<file path="config.mk">
export PLATFORM = sky130hd
export DESIGN_NAME = batrider_snd_rom_arb
export DESIGN_NICKNAME = d
export VERILOG_FILES = /design/src/rtl/batrider_snd_rom_arb.sv
export SDC_FILE = /design/constraint.sdc
export NUM_CORES = 1
export LEC_CHECK = 0
export CAP_MARGIN = 20
export CELL_PAD_IN_SITES_DETAIL_PLACEMENT = 2
export CELL_PAD_IN_SITES_GLOBAL_PLACEMENT = 2
export CORE_AREA = 2 2 170 172
export CTS_CLUSTER_SIZE = 30
export DETAILED_ROUTE_END_ITERATION = 7
export DIE_AREA = 0 0 172 174
export PLACE_DENSITY_LB_ADDON = 0.2
export SETUP_SLACK_MARGIN = 0.4
export SLEW_MARGIN = 10
export SYNTH_ARGS = -nofsm -noshare
export SYNTH_HDL_FRONTEND = slang
export SYNTH_SLANG_ARGS = --single-unit
export TNS_END_PERCENT = 100
</file>
<file path="constraint.sdc">
create_clock -name CLK96 -period 5.84 [get_ports CLK96]
set_input_delay 1.168 -clock CLK96 [delete_from_list [all_inputs] [get_ports CLK96]]
set_output_delay 1.168 -clock CLK96 [all_outputs]
set_load 0.01 [all_outputs]
</file>
<file path="src/rtl/batrider_snd_rom_arb.sv">
// Sound-side SDRAM read arbiter: one-word cache per requester (Z80, OKI0, OKI1), misses fetched one at a time.
// Build option BATRIDER_SNDARB_Z80PRIO_EN: Z80 always wins, PCM0/PCM1 round-robin between themselves.
module batrider_snd_rom_arb #(
    parameter int              AW        = 22,
    parameter logic [AW-1:0]   Z80_OFFS  = 22'h000000,
    parameter logic [AW-1:0]   PCM0_OFFS = 22'h020000,
    parameter logic [AW-1:0]   PCM1_OFFS = 22'h120000
) (
    input  logic          CLK96,
    input  logic          RESET96,
    input  logic          Z80_CS,
    input  logic [17:0]   Z80_ADDR,
    output logic          Z80_OK,
    output logic [7:0]    Z80_DOUT,
    input  logic          PCM0_CS,
    input  logic [20:0]   PCM0_ADDR,
    output logic          PCM0_OK,
    output logic [7:0]    PCM0_DOUT,
    input  logic          PCM1_CS,
    input  logic [20:0]   PCM1_ADDR,
    output logic          PCM1_OK,
    output logic [7:0]    PCM1_DOUT,
    output logic          SDR_CS,
    output logic [AW-1:0] SDR_ADDR,
    input  logic          SDR_OK,
    input  logic [15:0]   SDR_DATA
);

    typedef enum logic [1:0] {IDLE, ISSUE, WAIT_ACK} state_t;

    state_t        state, state_n;
    logic [1:0]    rr, rr_n, rr_adv, gnt, gnt_n, pick;
    logic [19:0]   gaddr, gaddr_n;
    logic          sdr_cs_n, fill, pick_any;
    logic [AW-1:0] sdr_addr_n;
    logic [2:0]    cs, hit, pend, valid;
    logic [19:0]   tag  [3];
    logic [15:0]   word [3];
    logic [19:0]   wa   [3];
    logic [AW-1:0] offs [3];

    assign cs      = {PCM1_CS, PCM0_CS, Z80_CS};
    assign wa[0]   = {3'b000, Z80_ADDR[17:1]};
    assign wa[1]   = PCM0_ADDR[20:1];
    assign wa[2]   = PCM1_ADDR[20:1];
    assign offs[0] = Z80_OFFS;
    assign offs[1] = PCM0_OFFS;
    assign offs[2] = PCM1_OFFS;

    always_comb begin
        hit = '0;
        for (int unsigned i = 0; i < 3; i++)
            hit[i] = cs[i] & valid[i] & (tag[i] == wa[i]);
    end

    assign pend      = cs & ~hit;
    assign Z80_OK    = hit[0];
    assign PCM0_OK   = hit[1];
    assign PCM1_OK   = hit[2];
    assign Z80_DOUT  = Z80_ADDR[0]  ? word[0][15:8] : word[0][7:0];
    assign PCM0_DOUT = PCM0_ADDR[0] ? word[1][15:8] : word[1][7:0];
    assign PCM1_DOUT = PCM1_ADDR[0] ? word[2][15:8] : word[2][7:0];

    assign pick_any = |pend;

`ifdef BATRIDER_SNDARB_Z80PRIO_EN
    // rr only ever names a PCM index here; the reset value (Z80) behaves as PCM0.
    always_comb begin
        pick = 2'd0;
        if (pend[0])         pick = 2'd0;
        else if (rr == 2'd2) pick = pend[2] ? 2'd2 : 2'd1;
        else                 pick = pend[1] ? 2'd1 : 2'd2;
    end
    assign rr_adv = (gnt == 2'd1) ? 2'd2 : (gnt == 2'd2) ? 2'd1 : rr;
`else
    always_comb begin
        pick = 2'd0;
        case (rr)
            2'd1:    pick = pend[1] ? 2'd1 : pend[2] ? 2'd2 : 2'd0;
            2'd2:    pick = pend[2] ? 2'd2 : pend[0] ? 2'd0 : 2'd1;
            default: pick = pend[0] ? 2'd0 : pend[1] ? 2'd1 : 2'd2;
        endcase
    end
    assign rr_adv = (gnt == 2'd2) ? 2'd0 : gnt + 2'd1;
`endif

    always_comb begin
        state_n    = state;
        sdr_cs_n   = SDR_CS;
        sdr_addr_n = SDR_ADDR;
        gnt_n      = gnt;
        gaddr_n    = gaddr;
        rr_n       = rr;
        fill       = 1'b0;
        case (state)
            IDLE: if (pick_any) begin
                gnt_n      = pick;
                gaddr_n    = wa[pick];
                sdr_addr_n = offs[pick] + AW'(wa[pick]);
                sdr_cs_n   = 1'b1;
                state_n    = ISSUE;
            end
            // Acks seen here may belong to a previous owner of the slot.
            ISSUE: state_n = WAIT_ACK;
            WAIT_ACK: if (SDR_OK) begin
                fill     = 1'b1;
                sdr_cs_n = 1'b0;
                rr_n     = rr_adv;
                state_n  = IDLE;
            end
            default: state_n = IDLE;
        endcase
    end

    always_ff @(posedge CLK96 or posedge RESET96) begin
        if (RESET96) begin
            state    <= IDLE;
            SDR_CS   <= 1'b0;
            SDR_ADDR <= '0;
            gnt      <= 2'd0;
            gaddr    <= '0;
            rr       <= 2'd0;
        end else begin
            state    <= state_n;
            SDR_CS   <= sdr_cs_n;
            SDR_ADDR <= sdr_addr_n;
            gnt      <= gnt_n;
            gaddr    <= gaddr_n;
            rr       <= rr_n;
        end
    end

    always_ff @(posedge CLK96 or posedge RESET96) begin
        if (RESET96) begin
            valid <= '0;
            for (int unsigned i = 0; i < 3; i++) begin
                tag[i]  <= '0;
                word[i] <= '0;
            end
        end else if (fill) begin
            word[gnt]  <= SDR_DATA;
            tag[gnt]   <= gaddr;
            valid[gnt] <= 1'b1;
        end
    end

endmodule

</file>
==> impl_metrics.yaml, run 1 <==
logic_synthesis:
  synth_top_area_share_pct: 51.7
  synthArstFlopShare_pct: 100
  synth_edf_count: 0
  synth_xor_area_share_pct: 7.34
  synth_area_um2: 6920
  synth_commonest_cells: "143 x dfrtp_1, 133 x mux2_2, 47 x xnor2_1"
  yosysUniqueCellTypes: 42
  synth_top_family_by_area: "multiplexers"
  syn_nets: 646
  synthCells: 559
  synthMuxAreaShare_pct: 24.1
  synth_seq_cells: 143
  yosysWarnings: 0
  synth_top_area_cell: "dfrtp_1"
  synth-compound-area-share_pct: 5.62
  yosys-top-cells-area: "dfrtp_1 52%, mux2_2 22%, xnor2_1 5.9%"
  ys_seq_area_share_pct: 51.7
  yosys_most_used_dff: "dfrtp_1"
  syn_area_per_cell_um2: 12.4
  synth-simple-area-share_pct: 6.34
  synth_most_common_cell: "dfrtp_1"
  synth_fa_ha_area_share_pct: 0.904
finish:
  drive_gt1_share_pct: 27.1
  syn_to_final_growth_pct: 33.2
  fill_cells: 2983
  antenna_cells: 0
  nNetsFinal: 765
floorplan:
  fp.dieW_um: 172
  rows: 62
  dieHeight_um: 174
  start_util_pct: 24.5
  dieArea_um2: 29900
  core_region_area_um2: 28200
  ios: 132
placed_design:
  dp.final_hpwl_mm: 16.7
  io_buffer_count: 131
  place.gp.congestion: 0.774
power_and_ir_drop:
  p_per_area_nw_per_um2: 537
  p_leak_uw: 0.00373
  irDropWorstVdd_uv: 190
  total_power_uw: 4950
worst_setup_path:
  reg2reg_to: "SDR_ADDR[2]"
  cp.arrival_ns: 3.69
  r2r_slack_ns: 2.44
  reg2reg_from: "tag[51]"
  rr_worst_depth: 10
  crit_fanout: 3
  setup.worst_path.start_class: "input port"
  crit_required_ns: 4.67
  critPathKind: "input port to output pin"
  cp-end-kind: "output pin"
global_route:
  grt_usage_pct: 16.0
  grt.overflow.total: 0
  grt_pass1_wl_mm: 35.5
  grt_pass1_vias: 5800
  grt_max_degree: 112
  antenna_found_initial: 1
cts:
  h-tree-depth: 4
  cts_tree: "done"
  root_buffer: "clkbuf_16"
  cts_buffers: 17
  cts.sinks: 143
  holdBufCountCts: 0
  path_clk_slew_ns: 0.06
  ctsLongestPathBuffers: 2
  ctsResizeCount: 0
  cts_setup_buffers: 0
  clk_latency_ns: 0.42
sta:
  finalHoldViolCount: 0
  post-route-period-util_pct: 83.2
  fin_crit_ns: 4.86
  rsz0062_at_grt: "false"
  clock_skew_ns: 0.0115
  tns_ns: 0
  tightest_slew_ns: 0.690
  max_slew_margin_pct: 53.9
  max_freq_mhz: 206
  final_max_slew_viol_count: 0
  setup_viol: 0
drt:
  ant_nets: 0
  num_vias: 4872
  vias_per_cell: 4.53
  wirelength_mm: 23.0
  drt-pass1-iter-count: 4
  drt_iter0_drc: 178
  drt-wirelength-per-cell_um: 21.4
  drc: 0
worst_hold_path:
  min_from: "valid[0]"
  holdPathEnd: "valid[0]"
  hold_path_class: "flip-flop to flip-flop"
  min_path_cells: 1
run_status:
  status: "complete, no violations"
flow_run:
  max_cap_violations: 0
==> how the worst max path moves through the flow <==
stage                  start     endpoint  depth (start not counted)
3_5_place_dp   PCM1_ADDR[20]      PCM1_OK                          6
2_1_floorplan        RESET96  SDR_ADDR[0]                          1
4_1_cts        PCM1_ADDR[20]      PCM1_OK                          6
5_1_grt         Z80_ADDR[12]       Z80_OK                          6
3_3_place_gp   PCM1_ADDR[20]      PCM1_OK                          6
6_report        Z80_ADDR[12]       Z80_OK                          6
==> metal layers <==
layer | GRT usage, % | share of wire (%)
met1 | 20.7 | 44
met2 | 27.1 | 50
met3 | 3.55 | 4.8
met4 | 3.64 | 1.1
met5 | 0 | 0.056
==> critical path: stages <==
cell,delay (ns)
clkdlybuf4s50_1,0.45
xor2_1,0.16
nor4_1,0.53
nand3_1,0.29
nor3_1,0.45
clkdlybuf4s50_1,0.64
==> power breakdown <==
group	switching (uW)	leakage, uW	internal, uW
registers	352	0.00173	1470
logic	941	0.00170	1030
clock network	463	0.000297	694
==> logic make-up after synthesis <==
family,count (synthesis)
adders and majority gates,5
DFF,143
AOI/OAI and AO/OA,60
buffers and inverters,53
and+or+nand+nor,90
xor gates and xnor gates,58
muxes,150
==> state kept, by name, summed over array words and instances, names as in the netlist <==
signal,cells
SDR_CS,1
gaddr,3
state,2
SDR_ADDR,22
valid,3
gnt,2
word,48
rr,2
tag,60
==> layout by cell type, fill, tap and decap left out, types with 2 or more instances in the layout <==
cell type and n:
nand2_2 2, clkdlybuf4s50_1 131, ha_1 5, buf_4 10
nand3_1 8, a22oi_1 2, bufinv_16 3, or3_1 2
xor2_1 11, dfrtp_1 143, o31a_1 2, o211ai_1 2
xnor2_1 47, nor2_1 24, or4_1 2, a22o_2 3
nor4_1 4, clkinv_4 4, o22ai_1 18, nand4_1 14
clkinvlp_4 2, mux2i_1 17, inv_1 9, o21ai_0 2
inv_6 4, nor3_1 3, o21a_1 2, mux2_2 133
nand2_1 22, a21oi_1 19, clkbuf_16 17, nand2b_1 4
==> through the flow <==
stage	instances	utilization [%]	hold WS (ns)	setup slack [ns]	cell area [um2]
finish	1075	32.7	0.475	0.982	9220
global route	1075	32.7	0.493	0.820	9220
CTS	1074	32.6	0.482	0.942	9200
detailed placement	1042	30.4	0.452	0.948	8570
global placement	1042	30.4	0.446	0.975	8570
floorplan	559	-	0.430	0.834	6920
==> cell type report <==
class                           count  area (um2)  share of cell area [%]
Sequential cell                   143        3580                    38.8
Clock buffer                       19         443                    4.80
Inverter                           11        46.3                   0.502
Clock inverter                     13         178                    1.93
Timing Repair Buffer              142        1410                    15.3
Tap cell                          384         480                    5.21
Multi-Input combinational cell    363        3080                    33.4
Power figures use the tool's default switching activity.
==> run 2: changes to the inputs <==
clock period = 3.99 ns   (was 5.84 ns; I/O delays follow)
==> impl_metrics.yaml, run 2 (synthesis results as in run 1) <==
drt:
  wirelength_mm: 23.2
  drt-pass1-iter-count: 4
  drc: 0
  vias_per_cell: 4.52
  drt_iter0_drc: 141
  drt-wirelength-per-cell_um: 21.0
  num_vias: 5004
  ant_nets: 0
placed_design:
  io_buffer_count: 131
  place.gp.congestion: 0.755
  dp.final_hpwl_mm: 16.8
sta:
  clock_skew_ns: 0.0140
  setup_viol: 0
  finalHoldViolCount: 0
  final_max_slew_viol_count: 0
  max_slew_margin_pct: 55.1
  tightest_slew_ns: 0.672
  rsz0062_at_grt: "true"
  holdWs_ns: 0.474
  post-route-period-util_pct: 88.6
  max_freq_mhz: 283
  fin_crit_ns: 3.54
floorplan:
  rows: 62
  dieHeight_um: 174
  core_region_area_um2: 28200
  start_util_pct: 24.5
  ios: 132
  dieArea_um2: 29900
  fp.dieW_um: 172
worst_setup_path:
  crit_fanout: 10
  crit_top_cell: "buf_4"
  critPathBufInv: 3
  r2r_slack_ns: 0.77
  cp.arrival_ns: 3.82
  setup.worst_path.start_class: "input port"
  cp-end-kind: "flip-flop"
  rr_worst_depth: 11
  reg2reg_to: "SDR_ADDR[19]"
  worst_path_max_delay_cell: "or4_4"
  crit_required_ns: 4.27
  reg2reg_from: "tag[59]"
  critPathKind: "input port to flip-flop"
  critical-path-top-delay-family: "buffers and inverters"
  path_cells: "clkdlybuf4s50_1 > xnor2_2 > nand3_1 > or4_4 > o21ai_4 > buf_4 > nor4_1 > o21bai_1 > buf_4 > a22o_2 > ha_2 > xnor2_1 > o21ai_0"
  critPathMaxStageDelay_ns: 0.56
power_and_ir_drop:
  p_int_uw: 4990
  p_per_area_nw_per_um2: 779
  combinationalPowerShare_pct: 40.8
  irDropWorstVdd_uv: 270
  seqPwrFrac_pct: 35.4
  netSwitchingFraction_pct: 34.3
  pwr-share-clk_pct: 23.8
  total_power_uw: 7590
  p_switching_uw: 2610
  p_leak_uw: 0.00412
global_route:
  grtUsageMet2_pct: 27.2
  grtUsageMet1_pct: 20.9
  grt_use_met3_pct: 3.73
  grt_pass1_vias: 5908
  antenna_found_initial: 2
  grt_max_degree: 53
  grt_usage_pct: 16.2
  grt_pass1_wl_mm: 36.1
  grt.overflow.total: 0
  grt.busiest_layer: "met2"
finish:
  utilization_pct: 34.5
  top_regs: "tag (60), word (48), SDR_ADDR (22)"
  layout_common_cells: "143 x dfrtp_1, 133 x mux2_2, 109 x clkdlybuf4s50_1"
  final_common_cell: "dfrtp_1"
  drive_gt1_share_pct: 34.6
  syn_to_final_growth_pct: 40.8
  largest-register: "tag"
  largest_reg_flops: 60
  nNetsFinal: 794
cts:
  clk_latency_ns: 0.42
  cts_tree: "done"
  ctsLongestPathBuffers: 2
  h-tree-depth: 4
  root_buffer: "clkbuf_16"
  cts_buffers: 17
  path_clk_slew_ns: 0.06
  cts.sinks: 143
worst_hold_path:
  min_path_cells: 1
  hold_path_class: "flip-flop to flip-flop"
  holdPathEnd: "valid[0]"
  min_from: "valid[0]"
flow_run:
  max_cap_violations: 0
run_status:
  status: "complete, no violations"
==> run 2: worst max path at each step <==
stage | slack, ns | cells after the start | startpoint | end
2_1_floorplan | 0.43 | 15 | PCM1_ADDR[7] | SDR_ADDR[19]
3_3_place_gp | -0.14 | 7 | PCM0_ADDR[19] | PCM0_OK
3_5_place_dp | -0.20 | 12 | PCM0_ADDR[19] | SDR_ADDR[19]
4_1_cts | 0.40 | 7 | PCM0_ADDR[20] | PCM0_OK
5_1_grt | 0.35 | 13 | PCM1_ADDR[3] | SDR_ADDR[19]
6_report | 0.45 | 13 | PCM1_ADDR[3] | SDR_ADDR[19]
==> run 2: final cells by class <==
| type | count | area [um2] |
|---|---|---|
| diodes | 2 | 5.00 |
| clock buffers | 20 | 457 |
| clock inverters | 12 | 205 |
| fillers | 2959 | 18500 |
| inverters | 11 | 45.0 |
| multi-input cells | 363 | 3290 |
| flip-flops and latches | 143 | 3580 |
| well taps | 384 | 480 |
| repair buffers | 171 | 1680 |
==> run 2: metrics by stage <==
step                      instance area [um2]  instances  setup slack, ns  setup TNS (ns)
after global routing                     9740       1104            0.351               0
final                                    9750       1106            0.453               0
after detailed placement                 8830       1070           -0.202           -1.19
after floorplan                          6930        559            0.432               0
after global placement                   8830       1070           -0.141          -0.560
after CTS                                9630       1103            0.400               0
==> run 2: per-layer routing <==
layer,wire (um),share of wire (%),vias up
li1,-,-,2264
met1,9990,43,2613
met2,11800,51,108
met3,1130,4.9,19
met4,261,1.1,0
met5,0,0,-
==> run 2: power groups by stage <==
| stage | clock [uW] | combinational [uW] | sequential (uW) |
|---|---|---|---|
| floorplan | 0 | 1880 | 2520 |
| global placement | 0 | 2950 | 2630 |
| detailed placement | 0 | 3040 | 2690 |
| CTS | 1870 | 3120 | 2690 |
| global route | 1930 | 3390 | 2800 |
| finish | 1810 | 3100 | 2690 |
==> run 2: timing repair <==
action                                  in CTS  in global routing
resized for setup                           35                 26
endpoints found under the setup margin      13                  7
hold buffers                                 0                  0
pin swaps                                    9                  9
setup buffers                                1                  1
